===== src/rtl/timing_phase_monitor_pkg.sv =====
// Shared constants for the timing phase monitor: FSM encoding and bus widths.
package timing_phase_monitor_pkg;

  // Width of the binary phase index and of the one-hot timing bus.
  localparam int PHASE_W = 3;
  localparam int BUS_W   = 8;

  // FSM state encoding (2 bits).
  localparam logic [1:0] ST_SEARCH  = 2'd0;
  localparam logic [1:0] ST_ACQUIRE = 2'd1;
  localparam logic [1:0] ST_LOCKED  = 2'd2;

endpackage : timing_phase_monitor_pkg


===== src/rtl/timing_phase_monitor_onehot8_enc.sv =====
// One-hot to binary encoder for the 8-bit timing bus.
// Phase p corresponds to bit 7-p, so idx = 7 - (position of the set bit).
module onehot8_enc
  import timing_phase_monitor_pkg::*;
(
  input  logic [BUS_W-1:0]   t_in,
  output logic [PHASE_W-1:0] idx,
  output logic               is_onehot
);

  logic [3:0] ones;

  // Count the set bits and record the phase index of the (last) set bit.
  always_comb begin
    ones = 4'd0;
    idx  = '0;
    for (int i = 0; i < BUS_W; i++) begin
      if (t_in[i]) begin
        ones = ones + 4'd1;
        idx  = PHASE_W'(BUS_W - 1 - i);
      end
    end
    is_onehot = (ones == 4'd1);
  end

endmodule : onehot8_enc


===== src/rtl/timing_phase_monitor.sv =====
// Timing phase monitor: tracks a rotating one-hot timing bus, declares lock
// after LOCK_CNT consecutive valid advances, flags sequence violations while
// locked and counts completed rotations.
module timing_phase_monitor
  import timing_phase_monitor_pkg::*;
#(
  parameter int LOCK_CNT = 3
) (
  input  logic               clk,
  input  logic               reset,
  input  logic               en,
  input  logic [BUS_W-1:0]   t_in,
  input  logic               clr_err,
  output logic [PHASE_W-1:0] phase,
  output logic               phase_valid,
  output logic               locked,
  output logic               err,
  output logic               err_sticky,
  output logic [7:0]         rev_count
);

  localparam logic [2:0] LOCK_TARGET = 3'(LOCK_CNT);

  logic [PHASE_W-1:0] enc_idx;
  logic               enc_onehot;

  logic [1:0]         state_reg, state_next;
  logic [PHASE_W-1:0] prev_idx_reg, prev_idx_next;
  logic [2:0]         good_cnt_reg, good_cnt_next;
  logic [7:0]         rev_count_reg, rev_count_next;
  logic               err_next;
  logic               valid_adv;

  onehot8_enc u_enc (
    .t_in      (t_in),
    .idx       (enc_idx),
    .is_onehot (enc_onehot)
  );

  // A valid advance is a one-hot sample exactly one phase ahead (mod 8).
  assign valid_adv = enc_onehot && (enc_idx == PHASE_W'(prev_idx_reg + 3'd1));

  // Next-state logic for the lock FSM, advance tracking and rotation count.
  always_comb begin
    state_next     = state_reg;
    prev_idx_next  = prev_idx_reg;
    good_cnt_next  = good_cnt_reg;
    rev_count_next = rev_count_reg;
    err_next       = 1'b0;
    if (en) begin
      case (state_reg)
        ST_SEARCH: begin
          if (enc_onehot) begin
            prev_idx_next = enc_idx;
            good_cnt_next = 3'd0;
            state_next    = ST_ACQUIRE;
          end
        end
        ST_ACQUIRE: begin
          if (!enc_onehot) begin
            state_next = ST_SEARCH;
          end else if (valid_adv) begin
            prev_idx_next = enc_idx;
            good_cnt_next = good_cnt_reg + 3'd1;
            if (good_cnt_reg + 3'd1 == LOCK_TARGET) begin
              state_next = ST_LOCKED;
            end
          end else begin
            // One-hot but out of sequence: restart counting from here.
            prev_idx_next = enc_idx;
            good_cnt_next = 3'd0;
          end
        end
        ST_LOCKED: begin
          if (valid_adv) begin
            prev_idx_next = enc_idx;
            if (prev_idx_reg == 3'd7) begin
              rev_count_next = rev_count_reg + 8'd1;
            end
          end else begin
            err_next   = 1'b1;
            state_next = ST_SEARCH;
          end
        end
        default: state_next = ST_SEARCH;
      endcase
    end
  end

  // State and output registers; reset overrides enable and error clear.
  always_ff @(posedge clk) begin
    if (reset) begin
      state_reg     <= ST_SEARCH;
      prev_idx_reg  <= '0;
      good_cnt_reg  <= 3'd0;
      rev_count_reg <= 8'd0;
      phase         <= '0;
      phase_valid   <= 1'b0;
      err           <= 1'b0;
      err_sticky    <= 1'b0;
    end else begin
      state_reg     <= state_next;
      prev_idx_reg  <= prev_idx_next;
      good_cnt_reg  <= good_cnt_next;
      rev_count_reg <= rev_count_next;
      err           <= err_next;
      if (en) begin
        phase_valid <= enc_onehot;
        if (enc_onehot) begin
          phase <= enc_idx;
        end
      end
      // A new error wins over a simultaneous clear.
      if (err_next) begin
        err_sticky <= 1'b1;
      end else if (clr_err) begin
        err_sticky <= 1'b0;
      end
    end
  end

  assign locked    = (state_reg == ST_LOCKED);
  assign rev_count = rev_count_reg;

endmodule : timing_phase_monitor


===== config.mk =====
export PLATFORM = sky130hd
export DESIGN_NAME = timing_phase_monitor
export DESIGN_NICKNAME = d
export VERILOG_FILES = /design/src/rtl/timing_phase_monitor_pkg.sv /design/src/rtl/timing_phase_monitor_onehot8_enc.sv /design/src/rtl/timing_phase_monitor.sv
export SDC_FILE = /design/constraint.sdc
export NUM_CORES = 1
export LEC_CHECK = 0
export CAP_MARGIN = 25
export CORE_UTILIZATION = 45
export DETAILED_ROUTE_END_ITERATION = 6
export GPL_TIMING_DRIVEN = 1
export PLACE_DENSITY = 0.68
export RECOVER_POWER = 100
export SLEW_MARGIN = 20
export SYNTH_ARGS = -nofsm -noshare
export SYNTH_HDL_FRONTEND = slang
export SYNTH_SLANG_ARGS = --single-unit

===== constraint.sdc =====
create_clock -name clk -period 6.2 [get_ports clk]
set_clock_uncertainty 0.1 [all_clocks]
set_input_delay 0.93 -clock clk [delete_from_list [all_inputs] [get_ports clk]]
set_output_delay 0.93 -clock clk [all_outputs]
set_load 0.005 [all_outputs]

# [Yosys cells after proc, flatten, opt, wreduce, memory -nomap -nowiden]
# Index checks and enable logic that the tools add are counted.
[classes] n_addsub=10 mul=0 n_div=0 n_lt_le_gt_ge=0 eq_ne=13 shift=0 muxes=34 bitwise=0 reduce_logical=11
[ops] cell="$mux 3" count=13
[ops] cell="$mux 4" count=7
[ops] cell="$add 4x1->4 const B" count=6
[ops] cell="$pmux 3 s2" count=2
[ops] cell="$reduce_and 4->1" count=3
[ops] cell="$mux 2" count=5
[ops] cell="$add 8x1->8 const B" count=1
[ops] cell="$add 3x1->3 const B" count=2
[ops] cell="$mux 1" count=6
[ops] cell="$ne 2x2->1 const B" count=3
[ops] cell="$ne 3x3->1 const B" count=2
[ops] cell="$pmux 2 s3" count=1
[ops] cell="$reduce_bool 2->1" count=3
[ops] cell="$reduce_and 5->1" count=1
[ops] cell="$eq 4x1->1 const B" count=1
[ops] cell="$ne 2x1->1 const B" count=2
[ops] cell="$eq 3x2->1 const B" count=1
[ops] cell="$eq 3x3->1" count=1
[ops] cell="$eq 3x3->1 const B" count=1
[ops] cell="$add 1x1->2 const B" count=1
[ops] cell="$eq 2x1->1 const B" count=1
[ops] cell="$eq 2x2->1 const B" count=1
[ops] cell="$logic_not 2->1" count=1
[ops] cell="$reduce_and 2->1" count=1
[ops] cell="other kinds (2)" count=2
[totals] ff_bits=22 latch_bits=0 mem_bits_rw=0 mem_bits_ro=0 out_inout_bits=15 elab_cells=76 mem_count=0

# [Depth between registers and ports, before layout]
[logic_depth] ltp_word=21 ltp_mapped=24

# [Cells and area by module]
# A second synthesis with hierarchy kept.
[unflattened] cells_unflattened=206 area_unflattened_um2=1737.9
[modules_own_cells] module="timing_phase_monitor" instances=1 cells_per_inst=125 area_each_um2=1122.3 seq_area_each_um2=440.4
[modules_own_cells] module="onehot8_enc" instances=1 cells_per_inst=81 area_each_um2=615.6 seq_area_each_um2=0.0

# [Least setup slack after synthesis]
# OpenSTA, ideal clock, no wires.
[synth_path] path_kind="input to register" from="input t_in[0]" to="register rev_count_reg[4], in the netlist rev_count[4]" setup_time_ps=123 t_arrival_ps=5349 required_time_ps=5977 slack_ps=627 stages=23 n_path_buf=0 path_cell_list="inv_1 > ha_1 > xnor2_2 > inv_1 > ha_1 > nand2b_1 > o21a_1 > ha_1 > nand2_1 > nand2_1 > ha_1 > nor2b_1 > a21oi_1 > ha_1 > mux2_2 > ha_1 > nand2_1 > xor2_1 > o2111ai_1 > mux2_4 > a21o_1 > nor4_1 > mux2_1"
[synth_between] elab_chain_len=18
[synth_rtl] item="start: declaration" line="timing_phase_monitor.sv:12" rtl="input logic [BUS_W-1:0] t_in,"
[synth_rtl] item="$mux 1" line="timing_phase_monitor_onehot8_enc.sv:18" rtl="if (t_in[i]) begin"
[synth_rtl] item="$add 1x1->2" line="timing_phase_monitor_onehot8_enc.sv:19" rtl="ones = ones + 4'd1;"
[synth_rtl] item="$mux 4" line="timing_phase_monitor_onehot8_enc.sv:18"
[synth_rtl] item="$add 4x1->4" line="timing_phase_monitor_onehot8_enc.sv:19"
[synth_rtl] item="$mux 4" line="timing_phase_monitor_onehot8_enc.sv:18"
[synth_rtl] item="$add 4x1->4" line="timing_phase_monitor_onehot8_enc.sv:19"
[synth_rtl] item="$mux 4" line="timing_phase_monitor_onehot8_enc.sv:18"
[synth_rtl] item="$add 4x1->4" line="timing_phase_monitor_onehot8_enc.sv:19"
[synth_rtl] item="(+2 left out)"
[synth_rtl] item="$mux 4" line="timing_phase_monitor_onehot8_enc.sv:18"
[synth_rtl] item="$add 4x1->4" line="timing_phase_monitor_onehot8_enc.sv:19"
[synth_rtl] item="$mux 4" line="timing_phase_monitor_onehot8_enc.sv:18"
[synth_rtl] item="$add 4x1->4" line="timing_phase_monitor_onehot8_enc.sv:19"
[synth_rtl] item="$mux 4" line="timing_phase_monitor_onehot8_enc.sv:18"
[synth_rtl] item="$eq 4x1->1" line="timing_phase_monitor_onehot8_enc.sv:23" rtl="is_onehot = (ones == 4'd1);"
[synth_rtl] item="$logic_and 1x1->1 *" line="timing_phase_monitor.sv:41" rtl="assign valid_adv = enc_onehot && (enc_idx == PHASE_W'(prev_idx_reg + 3'd1));"
[synth_rtl] item="$reduce_and 4->1 (no line) *"
[synth_rtl] item="end signal: assignment" line="timing_phase_monitor.sv:105" rtl="rev_count_reg <= rev_count_next;"
[synth_rtl] item="end: declaration" line="timing_phase_monitor.sv:30" rtl="logic [7:0] rev_count_reg, rev_count_next;"
# Mark *: on every way between the ends. The rest lies on a longest branch, timed or not.
# A chain may end at the register's enable or synchronous reset.

# [Worst setup path in the final report]
[layout_path] from="input t_in[0]" to="register rev_count_reg[7], in the netlist rev_count[7]"
# The elaborated chain is that of the path after synthesis.

==> flow_metrics.env <==
export IMPL_dp_cells=306
export IMPL_place_congestion=0.8380
export IMPL_status="complete, no violations"
export IMPL_worstPathMaxFanout=5
export IMPL_syn_avg_cell_area_um2=8.366
export IMPL_overflow=0
export IMPL_hold_viol=0
export IMPL_synth_distinct_cells=60
export IMPL_synth_nets=245
export IMPL_hold_path_class="flop to flop"
export IMPL_fin_cells=310
export IMPL_power_density_nw_per_um2=218.2
export IMPL_diodes=0
export IMPL_rsz0062_at_grt="no"
export IMPL_leakage_nw=1.004
export IMPL_hold_ws_ns=0.3564
export IMPL_ir_drop_v=0.0001327
export IMPL_tightest_slew_ns=0.4680
export IMPL_drt_iter0_markers=145
export IMPL_r2r_start="prev_idx_reg[0]$_SDFFE_PP0P_"
export IMPL_portBuffers=26
export IMPL_cp_start_kind="primary input"
export IMPL_nets=288
export IMPL_firstDrtPassIters=4
export IMPL_via_count=1760
export IMPL_tns_ns=0
export IMPL_synth_area_um2=1841
export IMPL_postCtsSetupRepairBufs=0
export IMPL_syn_inst=220
export IMPL_ios=27
export IMPL_root_buffer="clkbuf_8"
export IMPL_regArea_um2=440.4
export IMPL_num_rows=22
export IMPL_yosys_warnings=0
export IMPL_drt_total_wl_um=4253
export IMPL_hold_path_startpoint="phase_valid$_SDFFE_PP0P_"
export IMPL_drive_above_1_share_pct=16.79
export IMPL_grt_start_max_net_pins=29
export IMPL_period_needed_ns=5.878
export IMPL_grt_busiest_layer="met2"
export IMPL_r2r_slack_ns=3.40
export IMPL_synth_edf_count=0
export IMPL_grt_pass1_vias=1667
export IMPL_met3_usage_pct=3.621
export IMPL_globalRouteMet2Util_pct=35.08
export IMPL_clk_pin_slew_ns=0.08
export IMPL_cts_tree="built"
export IMPL_dpl_hpwl_um=3305
export IMPL_reg2reg_depth=8
export IMPL_syn2layout_area_growth_pct=28.96
export IMPL_maxClockFrequency_ghz=0.1701
export IMPL_track_usage_pct=21.41
export IMPL_grt_antenna_before_repair=0
export IMPL_use_met1_pct=27.66
export IMPL_fp_dieW_um=65.96
export IMPL_worstSetupPathType="primary input to flop"
export IMPL_final_util_pct=62.48
export IMPL_synth_seq_cells=22
export IMPL_cts_sinks=22
export IMPL_ys_seq_area_share_pct=23.93
export IMPL_synthArstFlopShare_pct=0
export IMPL_final_common_cell="dfxtp_1"
export IMPL_cap_viol_max_count=0
export IMPL_whs_endpoint="phase_valid$_SDFFE_PP0P_"
export IMPL_fill_cells=350
export IMPL_ant_nets=0
export IMPL_post_route_period_util_pct=94.81
export IMPL_wl_per_cell_um=13.72
export IMPL_grt_pass1_wl_um=7258
export IMPL_start_util_pct=48.45
export IMPL_relSlewSlack_pct=68.40
export IMPL_maxSlewViolCount=0
export IMPL_routed_via_density=5.677
export IMPL_cts_max_level=1
export IMPL_setup_violations=0
export IMPL_die_h_um=65.96
export IMPL_hold_path_depth=2
export IMPL_drc=0
export IMPL_synth_top_flop_cell="dfxtp_1"
export IMPL_arrival_ns=5.94
export IMPL_cts_made_buffers=3
export IMPL_cts_path_max_buffers=2
export IMPL_largest_reg_flops=8
export IMPL_die_area_um2=4350
export IMPL_crit_required_ns=6.27
export IMPL_final_cell_mix="dfxtp_1 (22), nand2_1 (17), buf_4 (17), dlygate4sd3_1 (15), nor2_1 (14)"
export IMPL_endpoint_kind="flop"
export IMPL_r2r_end="rev_count[7]$_SDFFE_PP0P_"
export IMPL_core_um2=3799
export IMPL_clk_latency_ns=0.27
export IMPL_multi_input_area_um2=1330
==> layer usage <==
layer / vias to the layer above / share of wire, %
met4: 0 / 1.6
met5: - / 0
met2: 35 / 47
met1: 821 / 48
met3: 7 / 3.8
li1: 897 / -
==> cell usage after synthesis, types with 3 or more instances <==
cell	number	area share [%]
xnor2_1	6	2.9
dfxtp_1	22	24
nor3_1	5	1.4
a21oi_1	13	3.5
or4_1	3	1.2
nor4_1	3	1.0
nor2_1	14	2.9
o21ai_0	3	0.82
and4_1	4	1.9
nand2_1	17	3.5
nand3_1	10	2.7
clkbuf_1	7	1.4
o31ai_1	6	2.4
mux2_1	5	3.1
o311ai_1	4	1.9
o311ai_0	3	1.4
nand4_1	6	2.0
inv_1	12	2.4
nand2b_1	4	1.4
nor2b_1	8	2.7
ha_1	13	8.8
==> worst max-delay path by stage <==
stage	start	endpoint	slack (ns)	cells past startpoint
3_5_place_dp	t_in[0]	rev_count[4]$_SDFFE_PP0P_	-0.04	23
6_report	t_in[0]	rev_count[7]$_SDFFE_PP0P_	0.32	23
5_1_grt	t_in[0]	rev_count[3]$_SDFFE_PP0P_	0.02	24
2_1_floorplan	t_in[0]	rev_count[4]$_SDFFE_PP0P_	0.63	23
4_1_cts	t_in[0]	rev_count[4]$_SDFFE_PP0P_	0.23	23
3_3_place_gp	t_in[0]	rev_count[4]$_SDFFE_PP0P_	0.03	23
==> what timing repair did <==
| action | in CTS | in global routing |
|---|---|---|
| endpoints found under the setup margin | 0 | 10 |
| hold buffers | 0 | 0 |
| gates resized for setup | 0 | 6 |
==> final cells by class <==
| class | count | share of cell area [%] |
|---|---|---|
| clock buffers | 3 | 1.740 |
| clock inverters | 1 | 1.265 |
| inverters | 14 | 2.214 |
| multi-input cells | 173 | 56.04 |
| flip-flops and latches | 22 | 18.56 |
| well taps | 48 | 2.530 |
| repair buffers | 49 | 17.66 |
==> cell families (layout without fill, tap and decap cells) <==
logic type                 count (synthesis)  count (layout)  share of synthesized area [%]
and+or+nand+nor                           90              90                          27.26
xor gates and xnor gates                  11              11                          7.750
adders and majority gates                 13              13                          8.838
muxes                                     10              10                          6.798
DFF                                       22              22                          23.93
buffers and inverters                     25              67                          6.050
AOI/OAI and AO/OA                         49              49                          19.37
==> per-stage QoR <==
stage                     power (mW)  setup slack [ns]  instance area [um2]
after floorplan               0.2939            0.6272                 1841
after global placement        0.3763           0.02524                 2275
after detailed placement      0.3789          -0.04411                 2275
after CTS                     0.5157            0.2326                 2346
after global routing          0.5535           0.02044                 2374
final                         0.5180            0.3219                 2374
==> power breakdown <==
group	switching [mW]	internal [mW]	leakage (nW)
combinational	0.124	0.109	0.790
clock	0.0506	0.0864	0.0357
sequential	0.00278	0.145	0.177
total	0.177	0.341	1.00
==> worst max-delay path, cell delays in order <==
cell and delay (ns):
clkdlybuf4s50_1 0.45, ha_1 0.22, and2b_1 0.16, or2_2 0.29, ha_1 0.31, nand2b_1 0.16, o21a_1 0.11, ha_1 0.28
nand2_1 0.09, nand2_1 0.11, ha_4 0.25, nor2b_1 0.13, a21oi_2 0.05, ha_1 0.30, mux2_2 0.26, ha_1 0.17
nand2_1 0.12, xor2_2 0.19, o2111ai_1 0.13, mux2_4 0.29, a21o_4 0.22, nor4_1 0.36, mux2_1 0.35
Note: power is estimated with default switching activity, not from simulation.
